[config.mk]
export PLATFORM = sky130hd
export DESIGN_NAME = ctrl_sequencer
export DESIGN_NICKNAME = d
export VERILOG_FILES = /design/src/rtl/ctrl_pkg.sv /design/src/rtl/ctrl_decode.sv /design/src/rtl/ctrl_sequencer.sv
export SDC_FILE = /design/constraint.sdc
export NUM_CORES = 1
export LEC_CHECK = 0
export ABC_AREA = 1
export BUFFER_PORTS_ARGS = -buffer_cell sky130_fd_sc_hd__buf_2
export CAP_MARGIN = 15
export CELL_PAD_IN_SITES_DETAIL_PLACEMENT = 1
export CELL_PAD_IN_SITES_GLOBAL_PLACEMENT = 1
export CORE_MARGIN = 5
export CORE_UTILIZATION = 28
export CTS_CLUSTER_SIZE = 20
export DETAILED_ROUTE_END_ITERATION = 8
export PLACE_DENSITY_LB_ADDON = 0.1
export RECOVER_POWER = 50
export REMOVE_ABC_BUFFERS = 1
export SLEW_MARGIN = 20
export SYNTH_ARGS = -nofsm -noshare
export SYNTH_HDL_FRONTEND = slang
export SYNTH_SLANG_ARGS = --single-unit
[constraint.sdc]
create_clock -name clk -period 1.3 [get_ports clk]
set_clock_uncertainty 0.1 [all_clocks]
set_input_delay 0.195 -clock clk [delete_from_list [all_inputs] [get_ports clk]]
set_output_delay 0.195 -clock clk [all_outputs]
set_load 0.02 [all_outputs]
[src/rtl/ctrl_pkg.sv]
// ctrl_pkg: opcode/command encodings, branch types and the decoded control bundle.
package ctrl_pkg;
    localparam logic [5:0] OP_NOP  = 6'b000000;
    localparam logic [5:0] OP_ADD  = 6'b000001;
    localparam logic [5:0] OP_SUB  = 6'b000011;
    localparam logic [5:0] OP_AND  = 6'b000101;
    localparam logic [5:0] OP_OR   = 6'b000110;
    localparam logic [5:0] OP_NOR  = 6'b000111;
    localparam logic [5:0] OP_XOR  = 6'b001000;
    localparam logic [5:0] OP_SLA  = 6'b001001;
    localparam logic [5:0] OP_SLL  = 6'b001010;
    localparam logic [5:0] OP_SRA  = 6'b001011;
    localparam logic [5:0] OP_SRL  = 6'b001100;
    localparam logic [5:0] OP_ADDI = 6'b100000;
    localparam logic [5:0] OP_SUBI = 6'b100001;
    localparam logic [5:0] OP_LD   = 6'b100100;
    localparam logic [5:0] OP_ST   = 6'b100101;
    localparam logic [5:0] OP_BEZ  = 6'b101000;
    localparam logic [5:0] OP_BNE  = 6'b101001;
    localparam logic [5:0] OP_JMP  = 6'b101010;

    localparam logic [3:0] CMD_ADD = 4'b0000;
    localparam logic [3:0] CMD_SUB = 4'b0010;
    localparam logic [3:0] CMD_AND = 4'b0100;
    localparam logic [3:0] CMD_OR  = 4'b0101;
    localparam logic [3:0] CMD_NOR = 4'b0110;
    localparam logic [3:0] CMD_XOR = 4'b0111;
    localparam logic [3:0] CMD_SHL = 4'b1000;
    localparam logic [3:0] CMD_SRA = 4'b1001;
    localparam logic [3:0] CMD_SRL = 4'b1010;

    typedef enum logic [1:0] {BR_NONE, BR_BEZ, BR_BNE, BR_JMP} br_t;
    typedef enum logic {IDLE, SEQ} state_t;

    typedef struct packed {
        logic [3:0] cmd;
        logic       mem_r_en;
        logic       mem_w_en;
        logic       wb_en;
        logic       is_imm;
        br_t        br;
        logic       single_src;
        logic       illegal;
    } ctrl_t;

    function automatic ctrl_t mk(input logic [3:0] cmd, input logic r, input logic w,
                                 input logic wb, input logic imm, input br_t br, input logic ss);
        return '{cmd: cmd, mem_r_en: r, mem_w_en: w, wb_en: wb, is_imm: imm,
                 br: br, single_src: ss, illegal: 1'b0};
    endfunction
endpackage

[src/rtl/ctrl_decode.sv]
// ctrl_decode: combinational opcode-to-control table; unknown opcodes decode as NOP with illegal set.
module ctrl_decode
    import ctrl_pkg::*;
#(
    parameter int OPC_W = 6
) (
    input  logic [OPC_W-1:0] opcode,
    output ctrl_t            ctrl
);
    always_comb begin
        ctrl = '0;
        case (opcode)
            OPC_W'(OP_NOP):  ctrl = mk(CMD_ADD, 0, 0, 0, 0, BR_NONE, 0);
            OPC_W'(OP_ADD):  ctrl = mk(CMD_ADD, 0, 0, 1, 0, BR_NONE, 0);
            OPC_W'(OP_SUB):  ctrl = mk(CMD_SUB, 0, 0, 1, 0, BR_NONE, 0);
            OPC_W'(OP_AND):  ctrl = mk(CMD_AND, 0, 0, 1, 0, BR_NONE, 0);
            OPC_W'(OP_OR):   ctrl = mk(CMD_OR,  0, 0, 1, 0, BR_NONE, 0);
            OPC_W'(OP_NOR):  ctrl = mk(CMD_NOR, 0, 0, 1, 0, BR_NONE, 0);
            OPC_W'(OP_XOR):  ctrl = mk(CMD_XOR, 0, 0, 1, 0, BR_NONE, 0);
            OPC_W'(OP_SLA),
            OPC_W'(OP_SLL):  ctrl = mk(CMD_SHL, 0, 0, 1, 0, BR_NONE, 0);
            OPC_W'(OP_SRA):  ctrl = mk(CMD_SRA, 0, 0, 1, 0, BR_NONE, 0);
            OPC_W'(OP_SRL):  ctrl = mk(CMD_SRL, 0, 0, 1, 0, BR_NONE, 0);
            OPC_W'(OP_ADDI): ctrl = mk(CMD_ADD, 0, 0, 1, 1, BR_NONE, 1);
            OPC_W'(OP_SUBI): ctrl = mk(CMD_SUB, 0, 0, 1, 1, BR_NONE, 1);
            OPC_W'(OP_LD):   ctrl = mk(CMD_ADD, 1, 0, 1, 1, BR_NONE, 1);
            OPC_W'(OP_ST):   ctrl = mk(CMD_ADD, 0, 1, 0, 1, BR_NONE, 0);
            OPC_W'(OP_BEZ):  ctrl = mk(CMD_ADD, 0, 0, 0, 1, BR_BEZ,  1);
            OPC_W'(OP_BNE):  ctrl = mk(CMD_ADD, 0, 0, 0, 1, BR_BNE,  0);
            OPC_W'(OP_JMP):  ctrl = mk(CMD_ADD, 0, 0, 0, 1, BR_JMP,  1);
            default:         ctrl.illegal = 1'b1;
        endcase
    end
endmodule

[src/rtl/ctrl_sequencer.sv]
// ctrl_sequencer: ID-stage control with a multi-cycle SWP micro-sequencer, hazard bubbles and flush.
module ctrl_sequencer
    import ctrl_pkg::*;
#(
    parameter int               OPC_W        = 6,
    parameter int               CMD_W        = 4,
    parameter int               SWP_STEPS    = 2,
    parameter logic [CMD_W-1:0] SWP_CMD_BASE = 4'b1100,
    parameter logic [OPC_W-1:0] SWP_OPC      = 6'b111111
) (
    input  logic                 clk,
    input  logic                 rst,
    input  logic [OPC_W-1:0]     opcode,
    input  logic                 valid,
    input  logic                 hazard,
    input  logic                 flush,
    output logic                 freeze,
    output logic [SWP_STEPS-1:0] swp_sel,
    output logic [CMD_W-1:0]     exec_cmd,
    output logic                 mem_r_en,
    output logic                 mem_w_en,
    output logic                 wb_en,
    output logic                 is_imm,
    output logic [1:0]           branch_type,
    output logic                 single_src,
    output logic                 busy,
    output logic                 illegal
);
    localparam int STEP_W = $clog2(SWP_STEPS);
    localparam logic [STEP_W-1:0] LAST = STEP_W'(SWP_STEPS - 1);

    state_t            state, state_nx;
    logic [STEP_W-1:0] step, step_nx;
    ctrl_t             dec;
    logic              is_swp, run, last;

    ctrl_decode #(.OPC_W(OPC_W)) u_decode (.opcode(opcode), .ctrl(dec));

    always_ff @(posedge clk) begin
        if (rst) begin
            state <= IDLE;
            step  <= '0;
        end else begin
            state <= state_nx;
            step  <= step_nx;
        end
    end

    // SEQ advances on valid=0 too: valid is held constant while IF/ID is frozen.
    always_comb begin
        state_nx = state;
        step_nx  = step;
        last     = step == LAST;
        is_swp   = state == SEQ || opcode == SWP_OPC;
        run      = !rst && !flush && !hazard && valid;
        if (flush) begin
            state_nx = IDLE;
            step_nx  = '0;
        end else if (!hazard) begin
            if (state == SEQ) begin
                state_nx = last ? IDLE : SEQ;
                step_nx  = last ? '0 : step + STEP_W'(1);
            end else if (valid && opcode == SWP_OPC) begin
                state_nx = SEQ;
                step_nx  = STEP_W'(1);
            end
        end
        exec_cmd    = !run ? '0 : is_swp ? SWP_CMD_BASE + CMD_W'(step) : CMD_W'(dec.cmd);
        swp_sel     = (run && is_swp) ? SWP_STEPS'(1) << step : '0;
        freeze      = run && is_swp && !last;
        wb_en       = run && (is_swp || dec.wb_en);
        mem_r_en    = run && !is_swp && dec.mem_r_en;
        mem_w_en    = run && !is_swp && dec.mem_w_en;
        is_imm      = run && !is_swp && dec.is_imm;
        branch_type = (run && !is_swp) ? dec.br : BR_NONE;
        single_src  = run && !is_swp && dec.single_src;
        illegal     = run && !is_swp && dec.illegal;
        busy        = !rst && !flush && valid && state == SEQ;
    end
endmodule
==> metrics.cfg, run 1 <==
[run_status]
status=did not finish
haltStage=global routing (5_1_grt)
error=[ERROR DPL-0033] detailed placement checks failed during check placement.

[sta]
worstEndpointType=top-level output
worst_endpoint=branch_type[0]

[floorplanning]
die_h_um=56.0
row_count=16
start_util_pct=29.9
die_x_um=56.0
io-pin-count=27

[clock_network]
cts_made_buffers=3
clock-sinks=2
cts_max_level=1
cts_root_buf=clkbuf_4
holdBufCountCts=0
cts_buffer_depth=2

[logic_synthesis]
yosys_register_bits=2
yosys-top-cells-area=nand2_1 16%, nand3_1 14%, nor2_1 13%, inv_1 12%, nor2_4 9.5%
avgSynthCellArea_um2=5.25
synthTopCellsByCount=26 x nand2_1, 21 x nor2_1, 19 x inv_1
seq_area_frac_synth_pct=6.75
post-synth-top-area-cell=nand2_1
synth.yosys.warnings=0
synthArstFlopShare_pct=0
synth_cell_types=21
yosysTopAreaCellShare_pct=16.5
synth_ff_type=dfxtp_1
synthCells=113
synth_area_um2=593
synth_edf_count=0
synth.most_common_cell=nand2_1

[grt]
grt_max_degree=9
antenna_found_initial=0

[placed_design]
place_congestion=0.806
port-buffer-count=26
hpwl_um=2030

metrics by stage:
stage | TNS [ns] | utilization, % | cells | worst slack [ns] | instance area (um^2)
after floorplan | -1.97 | - | 111 | -0.229 | 574
after global placement | -4.51 | 47.9 | 192 | -0.356 | 948
after detailed placement | -5.47 | 47.9 | 192 | -0.443 | 948
after CTS | -4.20 | 59.9 | 202 | -0.364 | 1190
kinds of logic after synthesis:
family | count (synthesis) | synth area share [%]
compound gates | 11 | 11.8
flops | 2 | 6.75
simple gates | 78 | 65.6
buf+inv | 22 | 15.8
repair_timing:
| action | CTS |
|---|---|
| setup buffers | 7 |
| endpoints found under the setup margin | 16 |
| resized for setup | 55 |
| endpoints found under the hold margin | 0 |
| pin swaps | 18 |
| gates cloned | 0 |
==> run 2, diff against run 1 <==
- CELL_PAD_IN_SITES_DETAIL_PLACEMENT: 1 -> default
- CELL_PAD_IN_SITES_GLOBAL_PLACEMENT: 1 -> default
- CORE_AREA: default -> 5 5 66 68
- CORE_MARGIN: 5 -> default
- CORE_UTILIZATION: 28 -> default
- CTS_CLUSTER_SIZE: 20 -> default
- DIE_AREA: default -> 0 0 71 73
- PLACE_DENSITY_LB_ADDON: 0.1 -> 0.15
==> run 2 against run 1 <==
Net effect:
- the flow now finishes, with violations (setup timing)
- area after synthesis unchanged
- synthesized cell count unchanged
==> metrics.cfg, run 2 <==
[run_status]
status=complete, but fails checks  ; was did not finish
violations=setup timing

[sta]
max_slew_margin_pct=79.4
rsz0062_at_grt=yes
min_period_ns=1.61
period_share_pct=124
setup-violations-final=15
hold_viol_final=0
worst_pin_slew_ns=0.309
report.final.slew_viol_count=0
timing.final.ws_setup_ns=-0.309
setup_tns_ns=-3.57
clock.fmax_mhz=621

[logic_synthesis]
synthTopCellsByCount=26 x nand2_1, 21 x nor2_1, 19 x inv_1  ; unchanged
avgSynthCellArea_um2=5.25  ; unchanged
seq_area_frac_synth_pct=6.75  ; unchanged
synth.yosys.warnings=0  ; unchanged
synthCells=113  ; unchanged
synth_ff_type=dfxtp_1  ; unchanged
synth.most_common_cell=nand2_1  ; unchanged
synth_edf_count=0  ; unchanged
yosysTopAreaCellShare_pct=16.5  ; unchanged
yosys_register_bits=2  ; unchanged
synth_cell_types=21  ; unchanged
post-synth-top-area-cell=nand2_1  ; unchanged
yosys-top-cells-area=nand2_1 16%, nand3_1 14%, nor2_1 13%, inv_1 12%, nor2_4 9.5%  ; unchanged
synthArstFlopShare_pct=0  ; unchanged
synth_area_um2=593  ; unchanged

[clock_network]
cts_max_level=1  ; unchanged
cts_root_buf=clkbuf_8  ; was clkbuf_4
cts_tree=done
clk_latency_ns=0.21
cts_made_buffers=3  ; unchanged
clock-sinks=2  ; unchanged
clk_pin_slew_ns=0.03
holdBufCountCts=0  ; unchanged
cts_buffer_depth=2  ; unchanged

[grt]
grt_util_all_layers_pct=9.04
grt_pass1_wl_um=3840
grt_pass1_vias=904
grt_max_degree=9
antenna_found_initial=0
grt_overflow=0

[power_and_ir_drop]
cellLeakagePower_nw=0.683
power_density_nw_per_um2=388
ir_worst_vdd_v=0.000268

[placed_design]
hpwl_um=1800  ; was 2030 um
port-buffer-count=26  ; unchanged
place_congestion=0.782  ; was 0.806
pre_cts_ws_ns=-0.447  ; was -0.443 ns

[floorplanning]
die-area_um2=5180
fp.coreArea_um2=3800
die_x_um=71  ; was 56.0 um
start_util_pct=15.6  ; was 29.9%
io-pin-count=27  ; unchanged
row_count=23  ; was 16
die_h_um=73  ; was 56.0 um

[routing]
drt_iter0_drc=19
drc_errors=0
wl_per_cell_um=10.2
dr.pass1.iters=4
num_vias=949
drt-total-wl_um=2310
via_per_inst=4.18
ant_nets=0

[job]
max_cap_violations=0

[setup_path]
crit_path_end_kind=output port
start_kind=input pin
worstPathArrival_ns=1.31
crit_type=in2out
path_max_fanout=7
required_ns=1.00

[cells_and_area]
layout_common_cells=39 x buf_4, 20 x nand2_1, 14 x inv_1, 14 x buf_6, 11 x nor2_1
diodes=0
area_growth_pct=134
nets=190
drive_gt1_share_pct=62.7
final_common_cell=buf_4
fin_util_pct=36.5

[hold_path]
min_path_type=in2reg

-- run 2: final cells by class --
type | count | area [um^2]
Clock buffer | 3 | 41.3
Fill cell | 428 | 2410
Timing Repair Buffer | 63 | 556
Tap cell | 50 | 62.6
Multi-Input combinational cell | 89 | 606
Inverter | 20 | 80.1
Sequential cell | 2 | 40.0
-- run 2: routing by layer --
| layer | vias up | GRT usage [%] | wire length [um] |
|---|---|---|---|
| li1 | 487 | - | - |
| met1 | 429 | 10.2 | 921 |
| met2 | 28 | 16.4 | 1260 |
| met3 | 5 | 1.38 | 91 |
| met4 | 0 | 4.59 | 34 |
| met5 | - | 0 | 0 |
-- run 2: final timing paths --
path	from	end	slack (ns)	depth (start not counted)
setup / recovery	opcode[4]	branch_type[0]	-0.31	11
hold / removal	rst	last	0.16	4
setup reg to reg	state	state	0.14	6
hold reg to reg	last	last	0.44	2
-- run 2: metrics by stage --
| step | cell area [um^2] | power (W) | std cells | hold WS (ns) |
|---|---|---|---|---|
| 2_1_floorplan | 574 | 0.000139 | 111 | 0.239 |
| 3_5_place_dp | 977 | 0.000222 | 215 | 0.369 |
| 4_1_cts | 1290 | 0.000529 | 225 | 0.144 |
| 6_report | 1390 | 0.000538 | 227 | 0.155 |
| 5_1_grt | 1390 | 0.000566 | 227 | 0.166 |
| 3_3_place_gp | 977 | 0.000223 | 215 | 0.369 |
-- run 2: where the power goes --
group	switching [W]	internal, W
logic	0.000117	0.000112
clock network	0.0000502	0.000196
registers	0.000000103	0.0000620
-- run 2: what timing repair did --
action | 4_1_cts | 5_1_grt
pin swaps | 23 | 8
endpoints found under the hold margin | 0 | 0
setup buffers | 7 | 3
resized for setup | 71 | 22
setup endpoints to repair | 15 | 16
-- run 2: cells by family after synthesis --
family | count (synthesis) | synth area share, %
simple gates | 78 | 65.6
buf+inv | 22 | 15.8
compound gates | 11 | 11.8
flops | 2 | 6.75
-- run 2: worst max-delay path: stages --
cell and delay (ns):
buf_8 0.11, nor2_4 0.22, nand3_2 0.13, nand2_1 0.07
inv_1 0.04, nand2_2 0.07, nor2_1 0.05, nand2_1 0.09
nand2_4 0.08, nor2_1 0.11, buf_4 0.15
No activity file was read; power rests on OpenSTA's default activity.
